## config.mk

```make
export PLATFORM = sky130hd
export DESIGN_NAME = cache_ctrl
export DESIGN_NICKNAME = d
export VERILOG_FILES = /design/src/rtl/cache_ctrl.sv
export SDC_FILE = /design/constraint.sdc
export NUM_CORES = 2
export LEC_CHECK = 0
export CAP_MARGIN = 20
export CORE_ASPECT_RATIO = 2
export CORE_UTILIZATION = 45
export DETAILED_ROUTE_END_ITERATION = 6
export GPL_ROUTABILITY_DRIVEN = 0
export PLACE_DENSITY = 0.62
export RECOVER_POWER = 50
export SLEW_MARGIN = 40
export SYNTH_ARGS = -nofsm -noshare
export SYNTH_HDL_FRONTEND = slang
export SYNTH_SLANG_ARGS = --single-unit
```

## constraint.sdc

```tcl
create_clock -name clk -period 10.3 [get_ports clk]
set_input_delay 1.03 -clock clk [delete_from_list [all_inputs] [get_ports clk]]
set_output_delay 1.03 -clock clk [all_outputs]
set_load 0.02 [all_outputs]
```

## src/rtl/cache_ctrl.sv

```systemverilog
// rtl/cache_ctrl.sv - direct-mapped write-through cache controller with off-chip fill
module cache_ctrl #(
    parameter int ADDR_W  = 16,
    parameter int DATA_W  = 16,
    parameter int INDEX_W = 8
) (
    input  logic               clk,
    input  logic               rst,
    input  logic               cpu_rd,
    input  logic               cpu_wr,
    input  logic [ADDR_W-1:0]  cpu_addr,
    input  logic [DATA_W-1:0]  cpu_wdata,
    output logic [DATA_W-1:0]  cpu_rdata,
    output logic               cpu_stall,
    output logic [INDEX_W-1:0] cache_addr,
    output logic [DATA_W-1:0]  cache_wdata,
    output logic               cache_we,
    input  logic [DATA_W-1:0]  cache_rdata,
    output logic               mem_req,
    output logic               mem_we,
    output logic [ADDR_W-1:0]  mem_addr,
    output logic [DATA_W-1:0]  mem_wdata,
    input  logic [DATA_W-1:0]  mem_rdata,
    input  logic               mem_ack
);

    localparam int TAG_W = ADDR_W - INDEX_W;
    localparam int LINES = 1 << INDEX_W;

    typedef enum logic [2:0] {
        IDLE    = 3'd0,
        MISS_RD = 3'd1,
        FILL    = 3'd2,
        WR_THRU = 3'd3,
        WR_DONE = 3'd4
    } state_t;

    state_t              state_q, state_d;
    logic [LINES-1:0]    valid_q;
    logic [TAG_W-1:0]    tag_q [LINES];
    logic                mem_req_q, mem_req_d;
    logic                mem_we_q, mem_we_d;
    logic [ADDR_W-1:0]   mem_addr_q, mem_addr_d;
    logic [DATA_W-1:0]   mem_wdata_q, mem_wdata_d;
    logic [DATA_W-1:0]   fill_q, fill_d;
    logic                fill_commit;

    logic [INDEX_W-1:0]  idx;
    logic [TAG_W-1:0]    tag;
    logic [INDEX_W-1:0]  lat_idx;
    logic [TAG_W-1:0]    lat_tag;
    logic                hit;

    // Lookup is purely combinational so a read hit completes with zero wait.
    // The latched miss address doubles as the off-chip address register.
    assign idx     = cpu_addr[INDEX_W-1:0];
    assign tag     = cpu_addr[ADDR_W-1:INDEX_W];
    assign lat_idx = mem_addr_q[INDEX_W-1:0];
    assign lat_tag = mem_addr_q[ADDR_W-1:INDEX_W];
    assign hit     = valid_q[idx] && (tag_q[idx] == tag);

    assign cpu_rdata = cache_rdata;
    assign mem_req   = mem_req_q;
    assign mem_we    = mem_we_q;
    assign mem_addr  = mem_addr_q;
    assign mem_wdata = mem_wdata_q;

    // Next-state and output decode; writes take priority over reads in IDLE.
    always_comb begin
        state_d     = state_q;
        mem_req_d   = mem_req_q;
        mem_we_d    = mem_we_q;
        mem_addr_d  = mem_addr_q;
        mem_wdata_d = mem_wdata_q;
        fill_d      = fill_q;
        fill_commit = 1'b0;
        cpu_stall   = 1'b0;
        cache_we    = 1'b0;
        cache_wdata = cpu_wdata;
        cache_addr  = lat_idx;

        case (state_q)
            IDLE: begin
                cache_addr = idx;
                if (cpu_wr) begin
                    // Update the line only if it already holds this address;
                    // a store miss does not allocate.
                    cpu_stall   = 1'b1;
                    cache_we    = hit;
                    mem_req_d   = 1'b1;
                    mem_we_d    = 1'b1;
                    mem_addr_d  = cpu_addr;
                    mem_wdata_d = cpu_wdata;
                    state_d     = WR_THRU;
                end else if (cpu_rd && !hit) begin
                    cpu_stall  = 1'b1;
                    mem_req_d  = 1'b1;
                    mem_we_d   = 1'b0;
                    mem_addr_d = cpu_addr;
                    state_d    = MISS_RD;
                end
            end
            MISS_RD: begin
                cpu_stall = 1'b1;
                if (mem_ack) begin
                    fill_d    = mem_rdata;
                    mem_req_d = 1'b0;
                    state_d   = FILL;
                end
            end
            FILL: begin
                // Any previous tag in this line is simply overwritten; memory
                // is always up to date so nothing needs writing back.
                cpu_stall   = 1'b1;
                cache_we    = 1'b1;
                cache_wdata = fill_q;
                fill_commit = 1'b1;
                state_d     = IDLE;
            end
            WR_THRU: begin
                cpu_stall = 1'b1;
                if (mem_ack) begin
                    mem_req_d = 1'b0;
                    mem_we_d  = 1'b0;
                    state_d   = WR_DONE;
                end
            end
            WR_DONE: begin
                // One stall-free cycle lets the store retire before IDLE
                // can see the (now dropped) cpu_wr again.
                state_d = IDLE;
            end
            default: begin
                state_d = IDLE;
            end
        endcase
    end

    // State, memory-interface and valid registers; reset abandons any transaction.
    always_ff @(posedge clk) begin
        if (!rst) begin
            state_q     <= IDLE;
            valid_q     <= '0;
            mem_req_q   <= 1'b0;
            mem_we_q    <= 1'b0;
            mem_addr_q  <= '0;
            mem_wdata_q <= '0;
            fill_q      <= '0;
        end else begin
            state_q     <= state_d;
            mem_req_q   <= mem_req_d;
            mem_we_q    <= mem_we_d;
            mem_addr_q  <= mem_addr_d;
            mem_wdata_q <= mem_wdata_d;
            fill_q      <= fill_d;
            if (fill_commit) begin
                valid_q[lat_idx] <= 1'b1;
            end
        end
    end

    // Tag store needs no reset: a tag is only meaningful under its valid bit.
    always_ff @(posedge clk) begin
        if (rst && fill_commit) begin
            tag_q[lat_idx] <= lat_tag;
        end
    end

endmodule
```

# After elaboration in Yosys (flattened, before gate mapping)
# Memories as Yosys holds them, arrays and structs flattened.
# Index checks and enable logic that the tools add are counted.
# totals
regBits	309
ramBits	2048
in_bits	69
out_inout_bits	76
wordCells	65
n_memories	1
# memory_table
name	depth	word_bits	read_ports	rd_clocked_by_memory_dff	wr	line_no	rtl
tag_q	256	8	1	0	1	40	logic [TAG_W-1:0] tag_q [LINES];
# op_classes
n_lt_le_gt_ge	3
n_eq_ne	8
muxes	28
bitwise_logic	1
reduce_logical	17
# op_table
operator	count
256-bit bitwise OR	1
16-bit two-way mux	3
8-bit by 9-bit less-than comparator with 1-bit output, second input constant	2
1-bit two-way mux	13
3-bit two-way mux	4
3-bit one-hot mux with 3 select lines	1
3-bit AND reduction	3
1-bit binary-select mux with 8-bit select	1
1-bit demux with 8-bit select	1
8-bit equality test	1
8-bit by 1-bit greater-or-equal comparator with 1-bit output, second input constant	1
8-bit two-way mux	1
1-bit one-hot mux with 2 select lines	4
3-bit by 2-bit equality test with 1-bit output, second input constant	2
2-bit AND reduction	3
2-bit nonzero test	3
1-bit logical AND	4
2-bit != test, second input constant	2
3-bit by 1-bit equality test with 1-bit output, second input constant	1
3-bit zero test	1
3-bit != test, second input constant	1
3-bit OR reduction	1
2-bit by 1-bit != test with 1-bit output, second input constant	1
2-bit OR reduction	1
1-bit zero test	1

# Depth between registers and ports, before layout
# depth
word_depth	8
depth_mapped	18
mapped_depth_nobuf	10

# Worst setup path before layout
# Ideal clock, no wire load.
# synth_path
path_kind	input-to-output
from	input port cpu_addr[0]
to	output port cpu_stall
arrival_ns	4.077
required_ns	9.270
slack_ns	5.193
path_stages	14
path_buffers	5
path_cell_list	buf_6 > buf_6 > buf_6 > buf_4 > buf_4 > mux4_2 > a22oi_1 > a21oi_1 > nor3_1 > nor4_1 > xor2_1 > nor4_4 > a31oi_4 > or3_1
# synth_via
elab_chain_cells	8
elab_cells_between_ends	10
cone_classes	eq/ne: 1; mux: 5; reduce/logical: 3; memory: 1
# synth_lines
item	line_no	rtl
start: declaration	11	input logic [ADDR_W-1:0] cpu_addr,
memory 256 x 8 bit or 1-bit binary-select mux with 8-bit select (tied branches)	n/a	
8-bit equality test or 1-bit two-way mux (tied branches)	60	assign hit = valid_q[idx] && (tag_q[idx] == tag);
1-bit logical AND *	60	
1-bit zero test *	95	end else if (cpu_rd && !hit) begin
1-bit logical AND *	95	
1-bit two-way mux *	95	
1-bit two-way mux *	85	if (cpu_wr) begin
1-bit one-hot mux with 2 select lines *	82	case (state_q)
end: declaration	14	output logic cpu_stall,
# Mark *: on every way between the ends. The rest lies on a longest branch, timed or not. The select of a mux whose other input is x is not followed.

# Final worst setup path
# layout_path
from	register mem_addr_q[9], in the netlist mem_addr[9]
to	memory tag_q[96][1] (netlist bit) (data pin)
# layout_lines
item	line_no	rtl
start: declaration	43	logic [ADDR_W-1:0] mem_addr_q, mem_addr_d;
start signal: assignment	153	mem_addr_q <= mem_addr_d;
end: declaration	40	
# Straight into the memory's write port.

==> summary.md <==
| Metric | Value |
|---|---|
| Reg area | `67,700 um^2` |
| Post-synthesis register bit count | `2,357` |
| Syn_nets | `4,786` |
| Worst-margin pin slew | `7.10 ns` |
| Max Slew Vio Count | `1,741` |
| Number of CTS-inserted buffers | `198` |
| Area leader, netlist | `edfxtp_1` |
| Layout cells sized above 1 | `24.3%` |
| Leak | `34.7 nW` |
| Area of the mapped netlist | `91,600 um^2` |
| Hold slack | `about 0.45 ns` |
| Total Power | `19.7 mW` |
| Async S/R FF share, synth | `0%` |
| Period utilization | `82.5%` |
| Failing checks | `design-rule violations, max-capacitance violations, max-slew violations` |
| Sequential-to-total area share from yosys stat | `between 70% and 80%` |
| Cts hold-fix bufs | `0` |
| # H-tree levels | `4` |
| Synth top area share | `between 60% and 70%` |
| Nets | `4,985` |
| Residual DRC count | `4` |
| DR top layer | `met5` |
| Mean Syn Cell Area | `19.4 um^2` |
| Most common cell in the netlist | `edfxtp_1` |
| Critical R2R Capture | `tag_q[96][1]` |
| Final hold vios | `0` |
| Detailed Place HPWL | `191,000 um` |
| Routed wire length | `roughly 290,000 um` |
| Max_cap viols | `26` |
| Vias in the first global route | `between 40,000 and 50,000` |
| Num rows | `233` |
| Critical Path Source Type | `flop` |
| Gate Count Post-Synth | `roughly 4,700` |
| Total global routing overflow | `0` |
| Global-route wire length before repair | `393,000 um` |
| Final Setup Violations | `0` |
| CTS tree | `yes` |
| Cell area power density | `192 nW/um^2` |
| Iteration-0 DRC Markers | `5,271` |
| Setup TNS | `0 ns` |
| Reg2Reg Setup Slack | `1.80 ns` |
| Post-CTS resize count | `0` |
| Fill cells | `16,200` |
| Min-delay src | `valid_q[180]` |
| Max-slew headroom | `-373%` |
| Pin count of the biggest net entering global routing | `194` |
| Worst flop-to-flop path startpoint | `mem_addr[9]` |
| Root Driver | `clkbuf_16` |
| Post-DRT Antenna Nets | `0` |
| Setup crit end kind | `flop` |
| Clock sinks | `2,357` |
| DRT Pass-1 Iters | `7` |
| I/O Buffers | `112` |
| Worst-Skew Late Latency | `about 0.86 ns` |
| Critical path class | `flop to flop` |
| Antenna violations before repair | `7` |
| Multi-input gate area | `22,500 um^2` |
| Core region area | `202,000 um^2` |
| Hold endpoint | `valid_q[180]` |
| Critical Path Source | `mem_addr[9]` |
| Post-synth cell types | `76` |
| DR vias/cell | `6.23` |
| YS warnings | `0` |
| HP Class | `flop to flop` |
| Total GRT Usage | `27.9%` |
| Die Area | `205,000 um^2` |
| Clk buf depth | `4` |
| Top post-synthesis cells by area | `edfxtp_1 (67%), mux4_2 (14%), dfxtp_1 (6.8%)` |
| Top cells by count, synth | `edfxtp_1 (2,048), mux4_2 (554), dfxtp_1 (309), nor2_1 (309), a21o_1 (260)` |
| Via count | `~49,000` |
| Met2 wire len | `around 150,000 um` |
| Met3 WL | `18,900 um` |
| RSZ-0062 raised after global routing | `false` |
| Io pins | `145` |
| Highest clock rate | `0.118 GHz` |
| Min cycle time layout | `8.50 ns` |
| Max VDD drop | `0.134 mV` |
| Avg WL per Cell | `36.7 um` |
| Layout area overhead | `12.2%` |
| Critical Path AT | `8.80 ns` |
| R2r worst-path depth | `3` |
| Die width | `321 um` |
| Setup bufs post-CTS | `0` |
| Crit-path max FO | `96` |
| WP data required | `10.60 ns` |
| Status | `finished with violations` |
| Clock Skews | `0.0520 ns` |
| M1 WL | `88,400 um` |
| Primary FF master, synth | `edfxtp_1` |
| EDFF count, synth | `just over 2,000` |
| Hold path depth | `1` |
| Initial core utilization | `45.4%` |
| Clk slew on worst S/H paths | `0.07 ns` |
| Die height | `around 640 um` |
per-stage QoR:
step | cell area (um^2) | utilization, % | worst slack (ns) | cells
6_report | 103000 | 50.9 | 1.80 | 7788
5_1_grt | 103000 | 50.9 | 1.51 | 7782
4_1_cts | 103000 | 51.1 | 2.70 | 7777
3_5_place_dp | 96500 | 47.9 | 2.71 | 7416
3_3_place_gp | 95900 | 47.5 | 2.18 | 7414
2_1_floorplan | 91600 | - | 5.19 | 4717
area by class of cell:
type                            count  share of cell area, %
Inverter                            9                 0.0365
Tap cell                         2702                   3.29
Antenna cell                        9                 0.0219
Timing Repair Buffer              302                   2.54
Clock inverter                     98                   1.03
Multi-Input combinational cell   2048                   21.9
Sequential cell                  2357                   65.9
Clock buffer                      263                   5.28
registers in the layout, summed over array words and instances (netlist names):
signal / count
tag_q: 2048
valid_q: 256
fill_q: 16
mem_addr: 16
mem_wdata: 16
state_q: 3
mem_req: 1
mem_we: 1
kinds of logic after synthesis:
| logic type | Yosys count | synth area share, % |
|---|---|---|
| flops | 2357 | 73.9 |
| mux | 746 | 16.0 |
| xor+xnor | 4 | 0.0383 |
| buf+inv | 312 | 2.05 |
| simple gates | 697 | 3.30 |
| compound gates | 601 | 4.73 |
worst max-delay path: stages (launching register included):
cell and delay (ns):
dfxtp_1 0.45, clkbuf_1 2.26, clkbuf_1 3.00, clkbuf_2 1.87
metal layers:
layer	global-route usage, %	vias to the layer above
met5	0.143	-
met4	24.1	4
met3	4.32	900
met2	49.5	2430
met1	28.3	25700
li1	-	19500
where the power goes:
group / internal (mW) / switching (mW)
clock: 4.24 / 3.47
combinational: 0.392 / 0.957
sequential: 10.6 / 0.0670
total: 15.2 / 4.49
worst max path at each step:
stage | to | depth (start not counted)
after floorplan | cpu_stall | 14
after global placement | cpu_stall | 13
after detailed placement | cpu_stall | 14
after CTS | cpu_stall | 14
after global routing | tag_q[118][1] | 3
final | tag_q[96][1] | 3
layout by cell type (no fill, tap or decap), types with 9 or more instances in the layout:
master,instances
dfxtp_1,309
clkbuf_8,14
nand3_1,25
clkinv_1,28
o21ai_0,21
nor2_1,160
dlygate4sd3_1,22
nand2_1,208
o31ai_1,9
nor2_2,148
buf_4,131
edfxtp_1,2048
buf_12,12
a22o_1,21
a22oi_1,74
mux4_2,554
nor2b_1,27
o211ai_1,11
nor3_1,26
clkinv_2,31
and2_1,12
a31oi_1,25
diode_2,9
a21oi_1,71
clkbuf_1,90
bufinv_16,21
mux4_1,10
mux2i_1,139
mux2_2,38
clkdlybuf4s50_1,83
clkbuf_16,202
a21o_1,260
nor4_1,11
nand2b_1,13
o221ai_1,12
o22ai_1,31
(Power assumes the default switching activity.)
